$ cat src/rtl/vx_sfu_csr_responder.sv
// rtl/vx_sfu_csr_responder.sv - per-warp, per-thread extension CSR responder with lookup port
//
// Responder end of the SFU CSR interface for an extension unit. Owns the CSR
// window [CSR_BEGIN, CSR_BEGIN+NUM_CSRS) for every warp and thread.
//
// Ports:
//   clk, reset_n                    clock, asynchronous active-low reset
//   read_enable/uuid/wid/tmask/pid/addr -> read_data   combinational CSR read
//   write_enable/uuid/wid/tmask/pid/addr/data          CSR write, commits at clk edge
//   lk_req_valid/ready/wid/pid      datapath lookup request
//   lk_rsp_valid/ready/data         lookup response, lane-major [lane][csr][31:0]
//   addr_err                        sticky flag: an enable was seen outside the window
//
// Optional build macro VX_CSR_RESPONDER_PERF_EN adds perf_reads, perf_writes and
// perf_lookups (44-bit wrapping counters of hits and lookup handshakes).

module vx_sfu_csr_responder #(
  parameter int NUM_LANES  = 1,
  parameter int THREAD_CNT = 4,
  parameter int NUM_WARPS  = 4,
  parameter int CSR_BEGIN  = 'h7C0,
  parameter int NUM_CSRS   = 4,
  parameter int UUID_WIDTH = 44,
  parameter int ADDR_BITS  = 12,
  parameter int NW_WIDTH   = (NUM_WARPS > 1) ? $clog2(NUM_WARPS) : 1,
  parameter int PID_WIDTH  = ((THREAD_CNT / NUM_LANES) > 1) ? $clog2(THREAD_CNT / NUM_LANES) : 1
) (
  input  logic                            clk,
  input  logic                            reset_n,

  input  logic                            read_enable,
  input  logic [UUID_WIDTH-1:0]           read_uuid,
  input  logic [NW_WIDTH-1:0]             read_wid,
  input  logic [NUM_LANES-1:0]            read_tmask,
  input  logic [PID_WIDTH-1:0]            read_pid,
  input  logic [ADDR_BITS-1:0]            read_addr,
  output logic [NUM_LANES*32-1:0]         read_data,

  input  logic                            write_enable,
  input  logic [UUID_WIDTH-1:0]           write_uuid,
  input  logic [NW_WIDTH-1:0]             write_wid,
  input  logic [NUM_LANES-1:0]            write_tmask,
  input  logic [PID_WIDTH-1:0]            write_pid,
  input  logic [ADDR_BITS-1:0]            write_addr,
  input  logic [NUM_LANES*32-1:0]         write_data,

  input  logic                            lk_req_valid,
  output logic                            lk_req_ready,
  input  logic [NW_WIDTH-1:0]             lk_req_wid,
  input  logic [PID_WIDTH-1:0]            lk_req_pid,
  output logic                            lk_rsp_valid,
  input  logic                            lk_rsp_ready,
  output logic [NUM_LANES*NUM_CSRS*32-1:0] lk_rsp_data,

  output logic                            addr_err
`ifdef VX_CSR_RESPONDER_PERF_EN
  ,
  output logic [43:0]                     perf_reads,
  output logic [43:0]                     perf_writes,
  output logic [43:0]                     perf_lookups
`endif
);

  localparam int TID_WIDTH = (THREAD_CNT > 1) ? $clog2(THREAD_CNT) : 1;
  localparam int IDX_WIDTH = (NUM_CSRS > 1) ? $clog2(NUM_CSRS) : 1;
  localparam int CSR_END   = CSR_BEGIN + NUM_CSRS;
  // One extra bit so the window end can sit at 2^ADDR_BITS without wrapping.
  localparam logic [ADDR_BITS:0] CSR_LO = CSR_BEGIN[ADDR_BITS:0];
  localparam logic [ADDR_BITS:0] CSR_HI = CSR_END[ADDR_BITS:0];

  logic [31:0] regs [NUM_WARPS][THREAD_CNT][NUM_CSRS];

  function automatic logic [TID_WIDTH-1:0] tid_of(input logic [PID_WIDTH-1:0] pid, input int lane);
    int t;
    t = int'(pid) * NUM_LANES + lane;
    return t[TID_WIDTH-1:0];
  endfunction

  // Address decode
  logic                 read_hit, write_hit;
  logic [ADDR_BITS-1:0] read_off, write_off;
  logic [IDX_WIDTH-1:0] read_idx, write_idx;

  assign read_hit  = ({1'b0, read_addr}  >= CSR_LO) && ({1'b0, read_addr}  < CSR_HI);
  assign write_hit = ({1'b0, write_addr} >= CSR_LO) && ({1'b0, write_addr} < CSR_HI);
  assign read_off  = read_addr  - CSR_LO[ADDR_BITS-1:0];
  assign write_off = write_addr - CSR_LO[ADDR_BITS-1:0];
  assign read_idx  = read_off[IDX_WIDTH-1:0];
  assign write_idx = write_off[IDX_WIDTH-1:0];

  // Trace-only tags and the upper offset bits (already covered by the hit test).
  logic unused_bits;
  assign unused_bits = ^{read_uuid, write_uuid, read_off, write_off};

  // Combinational read: reflects storage before any write committing this cycle.
  always_comb begin
    read_data = '0;
    if (read_enable && read_hit) begin
      for (int l = 0; l < NUM_LANES; l++) begin
        if (read_tmask[l]) begin
          read_data[l*32 +: 32] = regs[read_wid][tid_of(read_pid, l)][read_idx];
        end
      end
    end
  end

  logic lk_fire;
  assign lk_req_ready = ~lk_rsp_valid | lk_rsp_ready;
  assign lk_fire      = lk_req_valid & lk_req_ready;

  always_ff @(posedge clk or negedge reset_n) begin
    if (!reset_n) begin
      for (int w = 0; w < NUM_WARPS; w++) begin
        for (int t = 0; t < THREAD_CNT; t++) begin
          for (int c = 0; c < NUM_CSRS; c++) begin
            regs[w][t][c] <= '0;
          end
        end
      end
      lk_rsp_valid <= 1'b0;
      lk_rsp_data  <= '0;
      addr_err     <= 1'b0;
    end else begin
      if (write_enable && write_hit) begin
        for (int l = 0; l < NUM_LANES; l++) begin
          if (write_tmask[l]) begin
            regs[write_wid][tid_of(write_pid, l)][write_idx] <= write_data[l*32 +: 32];
          end
        end
      end

      if ((read_enable && !read_hit) || (write_enable && !write_hit)) begin
        addr_err <= 1'b1;
      end

      // Capture reads the pre-write storage, so a same-cycle write is not seen.
      if (lk_fire) begin
        lk_rsp_valid <= 1'b1;
        for (int l = 0; l < NUM_LANES; l++) begin
          for (int c = 0; c < NUM_CSRS; c++) begin
            lk_rsp_data[(l*NUM_CSRS + c)*32 +: 32] <= regs[lk_req_wid][tid_of(lk_req_pid, l)][IDX_WIDTH'(c)];
          end
        end
      end else if (lk_rsp_ready) begin
        lk_rsp_valid <= 1'b0;
      end
    end
  end

`ifdef VX_CSR_RESPONDER_PERF_EN
  always_ff @(posedge clk or negedge reset_n) begin
    if (!reset_n) begin
      perf_reads   <= '0;
      perf_writes  <= '0;
      perf_lookups <= '0;
    end else begin
      if (read_enable && read_hit)   perf_reads   <= perf_reads + 44'd1;
      if (write_enable && write_hit) perf_writes  <= perf_writes + 44'd1;
      if (lk_fire)                   perf_lookups <= perf_lookups + 44'd1;
    end
  end
`endif

endmodule
$ cat config.mk
export PLATFORM = sky130hd
export DESIGN_NAME = vx_sfu_csr_responder
export DESIGN_NICKNAME = d
export VERILOG_FILES = /design/src/rtl/vx_sfu_csr_responder.sv
export SDC_FILE = /design/constraint.sdc
export NUM_CORES = 2
export LEC_CHECK = 0
export BUFFER_PORTS_ARGS = -buffer_cell sky130_fd_sc_hd__buf_2
export CAP_MARGIN = 20
export CORE_AREA = 2 2 513 515
export DETAILED_ROUTE_END_ITERATION = 6
export DIE_AREA = 0 0 515 517
export PLACE_DENSITY_LB_ADDON = 0.08
export SLEW_MARGIN = 5
export SYNTH_ARGS = -nofsm -noshare
export SYNTH_HDL_FRONTEND = slang
export SYNTH_SLANG_ARGS = --single-unit
$ cat constraint.sdc
create_clock -name clk -period 3.11 [get_ports clk]
set_input_delay 0.4665 -clock clk [delete_from_list [all_inputs] [get_ports clk]]
set_output_delay 0.4665 -clock clk [all_outputs]
set_load 0.01 [all_outputs]
==> results.yml <==
logic_synthesis:
  synth_top_family_by_area: "multiplexers"
  syn_area_per_cell_um2: 16.0
  yosys_warnings: 0
  synthFlopType: "dfrtp_1"
  synthAdderAreaFrac: 0
  ys_seq_area_frac: 0.510
  synthMuxAreaShare: 0.428
  synth_cell_types: 62
  synth_xor_area_frac: 0
  synth_compound_area_frac: 0.0127
  synth-edff-count: 0
  async_flop_share: 1.00
  synth-seq-cells: 2114
  synth-simple-area-share: 0.0158
  netlist_area_um2: 104000
  synthCells: 6484
flow_run:
  maxCapViolations: 0
floorplan:
  fp.dieArea_um2: 266000
  die_w_um: 515
  die_y_um: 517
  io_pins: 327
  std_cell_rows: 188
  core_area_um2: 261000
  initial_core_util: 0.397
place:
  place_congestion: 0.830
  dp_hpwl_um: 239000
  dp_cells: 10100
  io_buffers: 174
  post-place-ws_ps: -932
clock_network:
  clk_latency_ps: 930
  cts_buffers: 248
  cts.sinks: 2114
  path_clk_slew_ps: 60
  ctsRootBufferMaster: "clkbuf_16"
  cts_buffer_depth: 4
  cts_tree: "built"
  h-tree-depth: 4
drt:
  drt-total-wl_um: 368000
  dr_total_vias: 63700
  viasPerCell: 6.00
  drc: 0
  wire_per_inst_um: 34.7
  first_iter_violations: 5121
  antenna_left: 0
  dr.pass1.iters: 7
sta:
  slew_violations: 0
  finalHoldViolCount: 0
  setup_viol: 26
  tns_ps: -4060
  timing.fmax_ghz: 0.290
  tightest_slew_ps: 1070
  fin_crit_sh: 1.11
  fin_crit_ps: 3450
  setup_slack_ps: -339
  rsz0062_at_grt: "yes"
  max_slew_margin: 0.286
  fin_worst_skew_ps: 77.1
critical_path:
  reg2reg_from: "regs[1857]$_DFFE_PN0P_"
  worstSetupPathType: "reg -> out"
  r2r_cells: 5
  crit_path_end_kind: "output pin"
  crit_path_start_kind: "flip-flop"
  r2r_end: "lk_rsp_data[33]$_DFFE_PN0P_"
  worst_ep_arrival_time_ps: 2980
  required_ps: 2640
  cp_max_fo: 3
  reg2reg_setup_slack_ps: 1100
power:
  ir_drop_v: 0.000505
  cellLeakagePower_uw: 0.0600
  power_density_nw_per_um2: 492
  p_total_uw: 61300
global_route:
  track_usage: 0.278
  grt_overflow_total: 0
  grt_max_degree: 108
  grt_pass1_wl_um: 524000
  first_global_vias: 66600
  antenna_found_initial: 24
hold_path:
  hp-class: "in -> reg"
  hp-start: "write_data[22]"
  holdPathEnd: "regs[630]$_DFFE_PN0P_"
  min_path_cells: 2
layout:
  finish.utilization: 0.478
  stdcell_count: 10600
  multiInputGateArea_um2: 48800
  fin_nets: 7153
  syn2layout_area_growth_pct: 20.3
  fillers: 22400
  drive_gt1_frac: 0.606
  mostFrequentLayoutCells: "dfrtp_1 (2112), mux2_2 (2011), mux4_2 (845)"
  area.sequential_um2: 52900
  final_common_cell: "dfrtp_1"
outcome:
  violations: "setup timing"
  status: "finished with violations"
==> critical path: stages (launching register included) <==
cell	delay [ps]
dfrtp_1	390
mux4_2	510
mux2i_4	280
nor3_4	80
nor4_4	440
o32ai_4	180
buf_2	180
==> per-stage QoR <==
step / cell area [µm²] / hold WS (ps)
5_1_grt: 125000 / 45.7
3_3_place_gp: 115000 / 473
3_5_place_dp: 115000 / 480
2_1_floorplan: 104000 / 171
6_report: 125000 / 67.1
4_1_cts: 124000 / 15.9
==> flip-flops by register name, indices dropped and copies added, names as in the netlist <==
register,flops
regs,2048
addr_err,1
lk_rsp_data,64
lk_rsp_valid,1
==> synthesized netlist by cell type (3+ instances only) <==
cell       count  area share
nor3_2         3     0.00029
nor2b_1        7     0.00042
dfrtp_1     2114        0.51
a211o_1        3     0.00025
a2111oi_0      7     0.00059
a21o_1         4     0.00029
buf_1        233      0.0084
a31oi_1        7     0.00042
o221ai_1       6     0.00051
a32o_1         5     0.00048
mux2i_1      142       0.014
clkbuf_1     324       0.012
a21oi_1       23      0.0011
nor4_1         4     0.00024
a32oi_1       31      0.0026
mux2_2      2014        0.22
and3_1         6     0.00036
nor3_4         9      0.0014
o32ai_1        5     0.00042
buf_4         67      0.0049
o22ai_1       11     0.00066
a221oi_1      10     0.00084
nand2_1      192      0.0070
nand3_1       16     0.00077
inv_2          3     0.00011
buf_2         89      0.0043
a22oi_1       33      0.0024
o31ai_1        3     0.00022
buf_6         28      0.0030
mux4_2       845        0.18
nand2b_1      12     0.00072
inv_1          5     0.00018
and2_1         3     0.00018
nor4_4         6      0.0012
o21ai_0       19     0.00092
nor2_1        38      0.0014
nor3_1        19     0.00092
mux2_1       112       0.012
==> repair_timing <==
action,4_1_cts,5_1_grt
gates cloned,5,0
hold buffers,9,0
pin swaps,45,23
endpoints found under the setup margin,32,32
hold endpoints to repair,68,0
resized for setup,194,38
setup buffers,36,17
==> layout make-up <==
class,count,area share
clock inverters,75,0.00831
flip-flops and latches,2114,0.424
repair buffers,934,0.0835
well taps,3420,0.0343
multi-input cells,3682,0.391
clock buffers,367,0.0582
diodes,7,0.000140
inverters,9,0.000391
==> report_power, final <==
group,switching [µW],leakage [µW],internal (µW)
logic,2530,0.0263,1270
clock network,12000,0.00410,18000
registers,3.47,0.0295,27500
total,14500,0.0600,46800
==> how the worst max path moves through the flow <==
stage	startpoint	end	slack [ps]	cells after the start
after floorplan	read_wid[1]	read_data[26]	9	9
after global placement	read_wid[0]	read_data[4]	-980	10
after detailed placement	read_wid[0]	read_data[4]	-930	10
after CTS	regs[1380]$_DFFE_PN0P_	read_data[4]	-470	6
after global routing	regs[1380]$_DFFE_PN0P_	read_data[4]	-470	6
final	regs[1380]$_DFFE_PN0P_	read_data[4]	-340	6
==> cell families (layout without fill, tap and decap cells) <==
group,Yosys count,after routing
and+or+nand+nor,327,327
DFF,2114,2114
buffers and inverters,751,1385
other,1,71
AOI/OAI and AO/OA,178,178
muxes,3113,3113
==> layer usage <==
layer / vias to the layer above / global-route usage / routed length, µm
li1: 25700 / - / -
met1: 35700 / 0.399 / 165000
met2: 1818 / 0.437 / 172000
met3: 531 / 0.0408 / 19200
met4: 10 / 0.0827 / 12400
met5: - / 0 / 68
(Power assumes the default switching activity.)
